==> src/rtl/reset_sequencer_if.sv <==
// reset_sequencer_if: soft-restart request, domain acks and sequencing status between the sequencer and its domains
interface reset_sequencer_if #(
  parameter int NUM_STAGES = 3,
  parameter int CNT_W = 4,
  parameter int IDX_W = 2
);
  logic soft_req;
  logic [NUM_STAGES-1:0] stage_ack;
  logic [NUM_STAGES-1:0] rst_out;
  logic busy;
  logic all_ready;
  logic fault;
  logic [IDX_W-1:0] stage_idx;
  logic [CNT_W-1:0] counter_out;
  modport master (
    input soft_req, stage_ack,
    output rst_out, busy, all_ready, fault, stage_idx, counter_out
  );
  modport slave (
    output soft_req, stage_ack,
    input rst_out, busy, all_ready, fault, stage_idx, counter_out
  );
endinterface

==> src/rtl/reset_sequencer.sv <==
// reset_sequencer: holds all domains in reset, then releases them in index order with a gap and an ack wait per domain
module reset_sequencer #(
  parameter int NUM_STAGES = 3,
  parameter int HOLD_CYCLES = 4,
  parameter int GAP_CYCLES = 11,
  parameter int ACK_TIMEOUT = 15,
  parameter int CNT_W = 4,
  parameter int IDX_W = 2
) (
  input logic clk,
  input logic reset,
  reset_sequencer_if.master bus
);
  localparam logic [1:0] HOLD = 2'd0, GAP = 2'd1, WAIT_ACK = 2'd2, RUN = 2'd3;
  localparam logic [IDX_W-1:0] LAST = IDX_W'(NUM_STAGES - 1);
  logic [1:0] state;
  logic [CNT_W-1:0] cnt;
  logic [IDX_W-1:0] idx;
  logic [NUM_STAGES-1:0] rst_q;
  logic fault_q;
  logic ack;
  logic zero;
  logic timeout;
  assign ack = bus.stage_ack[idx];
  assign zero = cnt == '0;
  assign timeout = state == WAIT_ACK && !ack && zero;
  always_ff @(posedge clk) begin
    fault_q <= !reset && (fault_q || (!bus.soft_req && timeout));
    if (reset || bus.soft_req || timeout) begin
      state <= HOLD;
      cnt <= CNT_W'(HOLD_CYCLES);
      idx <= '0;
      rst_q <= '1;
    end else if (state == WAIT_ACK && ack) begin
      state <= idx == LAST ? RUN : GAP;
      cnt <= idx == LAST ? '0 : CNT_W'(GAP_CYCLES);
      idx <= idx == LAST ? idx : idx + 1'b1;
    end else if (!zero) begin
      cnt <= cnt - 1'b1;
    end else if (state == HOLD) begin
      state <= GAP;
      cnt <= CNT_W'(GAP_CYCLES);
    end else if (state == GAP) begin
      rst_q[idx] <= 1'b0;
      state <= WAIT_ACK;
      cnt <= CNT_W'(ACK_TIMEOUT);
    end
  end
  assign bus.rst_out = rst_q;
  assign bus.busy = state != RUN;
  assign bus.all_ready = state == RUN;
  assign bus.fault = fault_q;
  assign bus.stage_idx = idx;
  assign bus.counter_out = cnt;
endmodule

==> src/flat_wrapper.sv <==
// flat-port wrapper written by rule: the top's interface ports become plain ports
module reset_sequencer_flat 
#(
  parameter int NUM_STAGES = 3,
  parameter int HOLD_CYCLES = 4,
  parameter int GAP_CYCLES = 11,
  parameter int ACK_TIMEOUT = 15,
  parameter int CNT_W = 4,
  parameter int IDX_W = 2
)
  (clk, reset, bus_soft_req, bus_stage_ack, bus_rst_out, bus_busy, bus_all_ready, bus_fault, bus_stage_idx, bus_counter_out);
  reset_sequencer_if #(.NUM_STAGES(NUM_STAGES), .CNT_W(CNT_W), .IDX_W(IDX_W)) bus_i ();
  input logic clk;
  input logic reset;
  input wire logic [$bits(bus_i.soft_req)-1:0] bus_soft_req;
  input wire logic [$bits(bus_i.stage_ack)-1:0] bus_stage_ack;
  output wire logic [$bits(bus_i.rst_out)-1:0] bus_rst_out;
  output wire logic [$bits(bus_i.busy)-1:0] bus_busy;
  output wire logic [$bits(bus_i.all_ready)-1:0] bus_all_ready;
  output wire logic [$bits(bus_i.fault)-1:0] bus_fault;
  output wire logic [$bits(bus_i.stage_idx)-1:0] bus_stage_idx;
  output wire logic [$bits(bus_i.counter_out)-1:0] bus_counter_out;
  assign bus_i.soft_req = bus_soft_req;
  assign bus_i.stage_ack = bus_stage_ack;
  assign bus_rst_out = bus_i.rst_out;
  assign bus_busy = bus_i.busy;
  assign bus_all_ready = bus_i.all_ready;
  assign bus_fault = bus_i.fault;
  assign bus_stage_idx = bus_i.stage_idx;
  assign bus_counter_out = bus_i.counter_out;
  reset_sequencer #(.NUM_STAGES(NUM_STAGES), .HOLD_CYCLES(HOLD_CYCLES), .GAP_CYCLES(GAP_CYCLES), .ACK_TIMEOUT(ACK_TIMEOUT), .CNT_W(CNT_W), .IDX_W(IDX_W)) u_core (.clk(clk), .reset(reset), .bus(bus_i));
endmodule
==> config.mk <==
export PLATFORM = sky130hd
export DESIGN_NAME = reset_sequencer_flat
export DESIGN_NICKNAME = d
export VERILOG_FILES = /design/src/rtl/reset_sequencer_if.sv /design/src/rtl/reset_sequencer.sv /design/src/flat_wrapper.sv
export SDC_FILE = /design/constraint.sdc
export NUM_CORES = 1
export LEC_CHECK = 0
export CORE_UTILIZATION = 46
export DETAILED_ROUTE_END_ITERATION = 8
export PLACE_DENSITY = 0.76
export SYNTH_ARGS = -nofsm -noshare
export SYNTH_HDL_FRONTEND = slang
export SYNTH_SLANG_ARGS = --single-unit
==> constraint.sdc <==
create_clock -name clk -period 1.9 [get_ports clk]
set_input_delay 0.19 -clock clk [delete_from_list [all_inputs] [get_ports clk]]
set_output_delay 0.19 -clock clk [all_outputs]
set_load 0.01 [all_outputs]
; ---- Word-level counts from Yosys, hierarchy flattened
; Index checks and enable logic that the tools add are counted.
[word_totals]
latch_bits = 0
wordCells = 53
ff_bits = 12
ramBits = 0
romBits = 0
mem_count = 0
output_inout_bits = 12
[op_classes]
n_eq_ne = 6
shift = 0
bitwise_logic = 5
n_lt_le_gt_ge = 2
add_sub_neg = 2
reduce_logical = 19
div_mod_pow = 0
multipliers = 0
n_mux = 14
[op_table]
columns = op, count
row1 = 2-to-1 mux 4 bit, 5
row2 = 2-to-1 mux 2 bit, 5
row3 = equality test 2 bit (second input constant), 3
row4 = logical AND 1 bit, 6
row5 = zero test 4 bit, 1
row6 = inequality test 4 bit (second input constant), 1
row7 = AND reduction 2 bit, 2
row8 = AND reduction 4 bit, 1
row9 = subtractor 4 x 1 -> 4 bit (second input constant), 1
row10 = bitwise AND 3 bit, 1
row11 = zero test 1 bit, 3
row12 = logical OR 1 bit, 3
row13 = < comparator 2 x 3 -> 1 bit (second input constant), 1
row14 = NOT 1 bit, 3
row15 = NOT 3 bit, 1
row16 = nonzero test 3 bit, 1
row17 = adder 2 x 1 -> 2 bit (second input constant), 1
row18 = binary-select mux 1 bit (select 2 bit), 1
row19 = demux 1 bit (select 2 bit), 1
row20 = equality test 2 x 1 -> 1 bit (second input constant), 1
row21 = >= comparator 2 x 1 -> 1 bit (second input constant), 1
row22 = zero test 2 bit, 1
row23 = 2-to-1 mux 1 bit, 2
row24 = inequality test 2 bit (second input constant), 1
row25 = nonzero test 2 bit, 1

; ---- Logic depth before layout (Yosys ltp)
; Gate-level depths: netlist of the first run.
[logic_depth]
depth_word = 8
mapped_depth = 8
depth_no_buf = 7

; ---- Worst setup path before layout of the first run
; No wires, ideal clock.
[synth_path]
path_type = reg-to-reg
start = register u_core.cnt[0], in the netlist u_core.bus.counter_out[0]
end = register u_core.cnt[2], in the netlist u_core.bus.counter_out[2]
period_less_slack_ns = 1.697
stages_incl_launch_ff = 9
t_arrival_ns = 1.583
path_slack_ns = 0.203
n_path_buf = 1
t_required_ns = 1.786
path_cell_list = dfxtp_1 > inv_1 > ha_1 > nor3b_4 > nand2_1 > nor3_1 > or3_1 > buf_6 > a21o_1
[synth_via]
elab_chain_cells = 3
word_cells_on_any_way = 7
classes_between = 1 x add/sub / 1 x eq/ne / 2 x mux / 3 x reduce/logical
[synth_rtl]
columns = element, line_no
row1 = "start, declared", reset_sequencer.sv:17  ; logic [CNT_W-1:0] cnt;
row2 = "start signal, assigned", reset_sequencer.sv:31  ; cnt <= CNT_W'(HOLD_CYCLES);
row3 = "start signal, assigned", reset_sequencer.sv:36  ; cnt <= idx == LAST ? '0 : CNT_W'(GAP_CYCLES);
row4 = "start signal, assigned", reset_sequencer.sv:39  ; cnt <= cnt - 1'b1;
row5 = subtractor 4 x 1 -> 4 bit or zero test 4 bit (tied branches), "reset_sequencer.sv:39, reset_sequencer.sv:25"
row6 = 2-to-1 mux 4 bit or logical AND 1 bit (tied branches), "reset_sequencer.sv:38, reset_sequencer.sv:26"
row7 = 2-to-1 mux 4 bit or logical OR 1 bit (tied branches), "reset_sequencer.sv:34, reset_sequencer.sv:29"
; Several ways; a longest one is shown, not always the timed one.
; A chain may end at the register's enable or synchronous reset.

; ---- Final worst setup path of the first run
[layout_path]
start = register u_core.state[1]
end = output bus_all_ready
[layout_via]
elab_chain_cells = 1
[layout_rtl]
columns = element, line_no
row1 = "start, declared", reset_sequencer.sv:16  ; logic [1:0] state;
row2 = "start signal, assigned", reset_sequencer.sv:35  ; state <= idx == LAST ? RUN : GAP;
row3 = equality test 2 bit, reset_sequencer.sv:51  ; assign bus.all_ready = state == RUN;
row4 = "end, declared", flat_wrapper.sv:19  ; output wire logic [$bits(bus_i.all_ready)-1:0] bus_all_ready;
; No other way between the ends.

==> results of run 1 <==
==> critical path, delay by kind of cell, from the launching register on <==
| kind | cells | cell delay [ns] |
|---|---|---|
| buffers and inverters | 2 | 0.60 |
| and+or+nand+nor | 1 | 0.12 |
| DFF | 1 | 0.58 |
==> final cells by class <==
| cell class | count | area, sq um | area share |
|---|---|---|---|
| Multi-Input combinational cell | 56 | 399 | 0.446 |
| Sequential cell | 12 | 240 | 0.268 |
| Timing Repair Buffer | 20 | 193 | 0.215 |
| Clock buffer | 3 | 22.5 | 0.0251 |
| Inverter | 6 | 22.5 | 0.0251 |
| Tap cell | 15 | 18.8 | 0.0209 |
==> stage by stage <==
stage | hold WS [ns] | instance area, sq um | utilization | setup WS, ns | total power [mW]
floorplan | 0.262 | 683 | - | 0.203 | 0.315
CTS | 0.464 | 881 | 0.660 | 0.116 | 0.495
finish | 0.457 | 896 | 0.672 | 0.141 | 0.490
global route | 0.486 | 896 | 0.672 | 0.0497 | 0.517
global placement | 0.442 | 858 | 0.644 | 0.135 | 0.341
detailed placement | 0.439 | 858 | 0.644 | 0.127 | 0.343
==> registers in the layout (all words and copies together), names as in the netlist <==
| signal | count |
|---|---|
| u_core.bus.rst_out | 3 |
| u_core.bus.counter_out | 4 |
| u_core.bus.stage_idx | 2 |
| u_core.state | 2 |
| u_core.bus.fault | 1 |
==> power by group <==
part | switching, mW | internal (mW) | total, mW | leakage [nW]
clock | 0.0761 | 0.0734 | 0.149 | 0.0138
combinational | 0.0319 | 0.0430 | 0.0749 | 0.234
sequential | 0.00882 | 0.257 | 0.266 | 0.0975
total | 0.117 | 0.374 | 0.490 | 0.345
==> synth_stat cells, drive strengths merged, types with 2 or more instances <==
library cell / instances / area (sq um)
dfxtp: 12 / 240
nor2: 8 / 30.0
a21oi: 7 / 35.0
nand2: 7 / 26.3
inv: 6 / 22.5
a21o: 4 / 30.0
ha: 4 / 50.1
buf: 3 / 21.3
nand2b: 3 / 18.8
o21ai: 3 / 18.8
a221oi: 2 / 30.0
mux2i: 2 / 20.0
nor3b: 2 / 31.3
o2bb2ai: 2 / 17.5
==> kinds of logic after synthesis <==
group | share of synthesized area
AO/OA/AOI/OAI | 0.242
XOR/XNOR | 0.0256
adder cells (fa/ha/maj) | 0.0733
buffers and inverters | 0.0641
flip-flops | 0.352
multiplexers | 0.0293
AND/OR/NAND/NOR | 0.214
==> path summary, 6_finish.rpt <==
| check | endpoint | start | cells past startpoint | slack (ns) |
|---|---|---|---|---|
| worst max-delay path | bus_all_ready | u_core.state[1] | 3 | 0.14 |
| worst min-delay path | u_core.bus.rst_out[2] | u_core.bus.rst_out[2] | 1 | 0.46 |
| worst max register to register | u_core.bus.counter_out[2] | u_core.bus.counter_out[0] | 8 | 0.15 |
| worst min register to register | u_core.bus.rst_out[2] | u_core.bus.rst_out[2] | 1 | 0.46 |
==> repair_timing <==
item / CTS / global route
setup endpoints to repair: 0 / 10
gates resized for setup: 0 / 0
buffers inserted: 0 / 2
==> layer usage <==
metal	global-route usage	up-vias	routed length [um]
li1	-	311	-
met1	0.232	278	622
met2	0.298	14	561
met3	0.0333	5	50
met4	0.150	0	46
met5	0	-	0
==> flow_summary.json, run 1 <==
{
  "outcome": "finished clean",
  "diodes": 0,
  "tightest_slew_ns": 0.423,
  "rsz0062_at_grt": "no",
  "port_buffers": 17,
  "ant_nets": 0,
  "start_util": 0.512,
  "syn_avg_cell_area_sq_um": 8.87,
  "cts_tree": "yes",
  "grt_pass1_wl_um": 2010,
  "worstSetupPathType": "flop to output port",
  "clockBufferDepth": 2,
  "cts_root_buf": "clkbuf_4",
  "maxCapViolations": 0,
  "syn_to_final_growth_pct": 31.1,
  "dpl.hpwl_um": 950,
  "arrival_ns": 1.57,
  "setup_viol": 0,
  "peakVddDrop_v": 0.000378,
  "slew_viol_final": 0,
  "worstPathCellList": "nand2_1 > inv_1 > clkdlybuf4s50_1",
  "cts_hold_buf": 0,
  "vias": 608,
  "first_global_vias": 512,
  "htreeDepth": 1,
  "final_cell_mix": "clkdlybuf4s50_1 (17), dfxtp_1 (12), nor2_1 (8)",
  "worstPathMaxFanout": 13,
  "syn_area_sq_um": 683,
  "fill_cells": 121,
  "seq_area_frac_synth": 0.352,
  "yosys_warnings": 0,
  "drive_gt1_frac": 0.124,
  "core-area_sq_mm": 0.00133,
  "ys_types": 29,
  "crit_path_top_delay_cell": "dfxtp_1",
  "first_iter_violations": 1,
  "post-route-min-period_ns": 1.76,
  "finalWirelength_um": 1280,
  "die_y_um": 40.5,
  "synth_edf_count": 0,
  "synthFlopType": "dfxtp_1",
  "synthArstFlopShare": 0,
  "p_per_area_mw_per_mm2": 548,
  "grt.total_usage": 0.192,
  "cts_buffers": 3,
  "rows": 13,
  "dp_cells": 107,
  "fin_setup_tns_ns": 0,
  "wire_per_inst_um": 11.4,
  "clock_latency_ns": 0.27,
  "max_stage_delay_ns": 0.58,
  "layout_commonest_cell": "clkdlybuf4s50_1",
  "synth_cells": 77,
  "crit_path_end_kind": "output port",
  "via_per_inst": 5.43,
  "syn_nets": 87,
  "clock-sinks": 12,
  "die_area_sq_mm": 0.00164,
  "final_cells": 112,
  "final.period_utilization": 0.926,
  "final_nets": 109,
  "synth-seq-cells": 12,
  "remaining_drc_errors": 0,
  "globalRouteOverflowTotal": 0,
  "die_w_um": 40.5,
  "fmax_mhz": 568,
  "worst_ep_required_time_ns": 1.71,
  "p_leak_nw": 0.345,
  "worstSetupStartpointType": "flop",
  "clk_pin_slew_ns": 0.07,
  "ios": 18,
  "antenna_found_initial": 0,
  "fin_worst_skew_ns": 0.00300,
  "grt_max_degree": 14,
  "max-slew-margin-rel": 0.718,
  "gp_congestion": 0.751,
  "firstDrtPassIters": 2,
  "hold_viol": 0,
  "hold_path.class": "flop to flop"
}
Power figures use the tool's default switching activity.
==> run 2, diff against run 1 <==
- GPL_TIMING_DRIVEN: default -> 0
==> run 2 against run 1 <==
Compared with the run above: clock skew is 0.00090 ns higher; setup slack worse by 0.015 ns; hold slack about the same; highest routed layer unchanged; maximum frequency decreased by 0.86%; sequential cell count is the same; via count shrank 0.99%; critical path type is now flop to flop.
==> flow_summary.json, run 2 (synthesis gave the netlist of run 1 again) <==
{
  "outcome": "finished clean",
  "clock_latency_ns": 0.27,
  "die_w_um": 40.5,
  "post-route-min-period_ns": 1.77,
  "worstReg2RegEnd": "u_core.state[1]",
  "slew_viol_final": 0,
  "final_nets": 110,
  "remaining_drc_errors": 0,
  "maxCapViolations": 0,
  "peakVddDrop_v": 0.000398,
  "hold_path.class": "flop to flop",
  "place_area_sq_um": 872,
  "core-area_sq_mm": 0.00133,
  "r2r_cells": 8,
  "via_per_inst": 5.33,
  "ant_nets": 0,
  "tightest_slew_ns": 0.318,
  "vias": 602,
  "clockBufferDepth": 2,
  "worst_ep_required_time_ns": 2.05,
  "clock-sinks": 12,
  "max-slew-margin-rel": 0.787,
  "rrSetupSlack_ns": 0.13,
  "rows": 13,
  "rsz0062_at_grt": "no",
  "rr_startpoint": "u_core.bus.counter_out[0]",
  "final_cell_mix": "clkdlybuf4s50_1 (17), dfxtp_1 (12), nor2_1 (8)",
  "grt_pass1_wl_um": 2130,
  "cts_tree": "yes",
  "final_area_sq_um": 908,
  "globalRouteOverflowTotal": 0,
  "wire_per_inst_um": 11.7,
  "largest_register_ffs": 4,
  "cts_buffers": 3,
  "syn_to_final_growth_pct": 33.0,
  "hold_viol": 0,
  "p_per_area_mw_per_mm2": 541,
  "hold_path_end": "u_core.bus.rst_out[0]",
  "hold-path-cell-count": 1,
  "diodes": 0,
  "port_buffers": 17,
  "fin_setup_tns_ns": 0,
  "die_y_um": 40.5,
  "firstDrtPassIters": 2,
  "first_iter_violations": 3,
  "start_util": 0.512,
  "die_area_sq_mm": 0.00164,
  "ios": 18,
  "layout_commonest_cell": "clkdlybuf4s50_1",
  "first_global_vias": 510,
  "p_total_mw": 0.492,
  "fmax_mhz": 564,
  "finalWirelength_um": 1320,
  "hold_slack_ns": 0.456,
  "antenna_found_initial": 0,
  "arrival_ns": 1.93,
  "cts_root_buf": "clkbuf_4",
  "grt.total_usage": 0.202,
  "fin_worst_skew_ns": 0.00389,
  "worstSetupPathType": "flop to flop",
  "crit_path_top_delay_cell": "nor3b_4",
  "cts_hold_buf": 0,
  "worstPathCellList": "inv_1 > ha_1 > nor3b_4 > nand2_1 > nor3_2 > or3_1 > buf_6 > a21oi_1",
  "p_leak_nw": 0.353,
  "worstHoldStart": "u_core.bus.rst_out[0]",
  "worstPathMaxFanout": 10,
  "clk_pin_slew_ns": 0.07,
  "fin_util": 0.681,
  "worstSetupStartpointType": "flop",
  "dpl.hpwl_um": 997,
  "final.period_utilization": 0.934,
  "fill_cells": 124,
  "setup_viol": 0,
  "gp_congestion": 0.720,
  "drive_gt1_frac": 0.143,
  "grt_max_degree": 11,
  "max_stage_delay_ns": 0.35,
  "crit_path_end_kind": "flop",
  "htreeDepth": 1
}
## run 2: cell types whose count changed in the layout (fill, tap and decap cells not counted), sizes merged
cell  delta
buf      +1
## run 2: where the power goes
group	switching, mW	internal, mW
Sequential	0.00693	0.257
Clock	0.0776	0.0733
Combinational	0.0343	0.0425
## run 2: worst max-delay path by stage
| stage | startpoint | end | slack [ns] |
|---|---|---|---|
| 2_1_floorplan | u_core.bus.counter_out[0] | u_core.bus.counter_out[2] | 0.20 |
| 3_3_place_gp | u_core.bus.counter_out[0] | u_core.state[1] | 0.15 |
| 3_5_place_dp | u_core.bus.counter_out[0] | u_core.bus.stage_idx[1] | 0.08 |
| 4_1_cts | u_core.bus.counter_out[0] | u_core.state[1] | 0.07 |
| 5_1_grt | u_core.bus.counter_out[0] | u_core.state[1] | 0.009 |
| 6_report | u_core.bus.counter_out[0] | u_core.state[1] | 0.13 |
## run 2: cell type report
class | count | area, sq um | area share
Buffer | 3 | 21.3 | 0.0234
Clock buffer | 3 | 22.5 | 0.0248
Inverter | 6 | 22.5 | 0.0248
Multi-Input combinational cell | 56 | 405 | 0.446
Sequential cell | 12 | 240 | 0.264
Tap cell | 15 | 18.8 | 0.0207
Timing Repair Buffer | 18 | 178 | 0.196
## run 2: metrics by stage
step / setup slack (ns) / cells
after global placement: 0.146 / 109
after detailed placement: 0.0840 / 109
after floorplan: 0.203 / 77
after global routing: 0.00876 / 113
after CTS: 0.0695 / 112
final: 0.126 / 113
## run 2: repair_timing
item / in CTS / in global routing
buffers inserted: 0 / 1
resized for setup: 0 / 2
setup endpoints to repair: 0 / 11
## run 2: routing by layer
metal / global-route usage / up-vias / part of all wire
li1: - / 311 / -
met1: 0.245 / 276 / 0.48
met5: 0 / - / 0
met3: 0.0500 / 2 / 0.039
met4: 0.125 / 0 / 0.0083
met2: 0.313 / 13 / 0.47
## run 2: critical path, delay by kind of cell, from the launching register on
kind | cells | cell delay (ns)
adder cells (fa/ha/maj) | 1 | 0.24
AND/OR/NAND/NOR | 4 | 0.82
buffers and inverters | 2 | 0.22
flip-flops | 1 | 0.33
AO/OA/AOI/OAI | 1 | 0.04
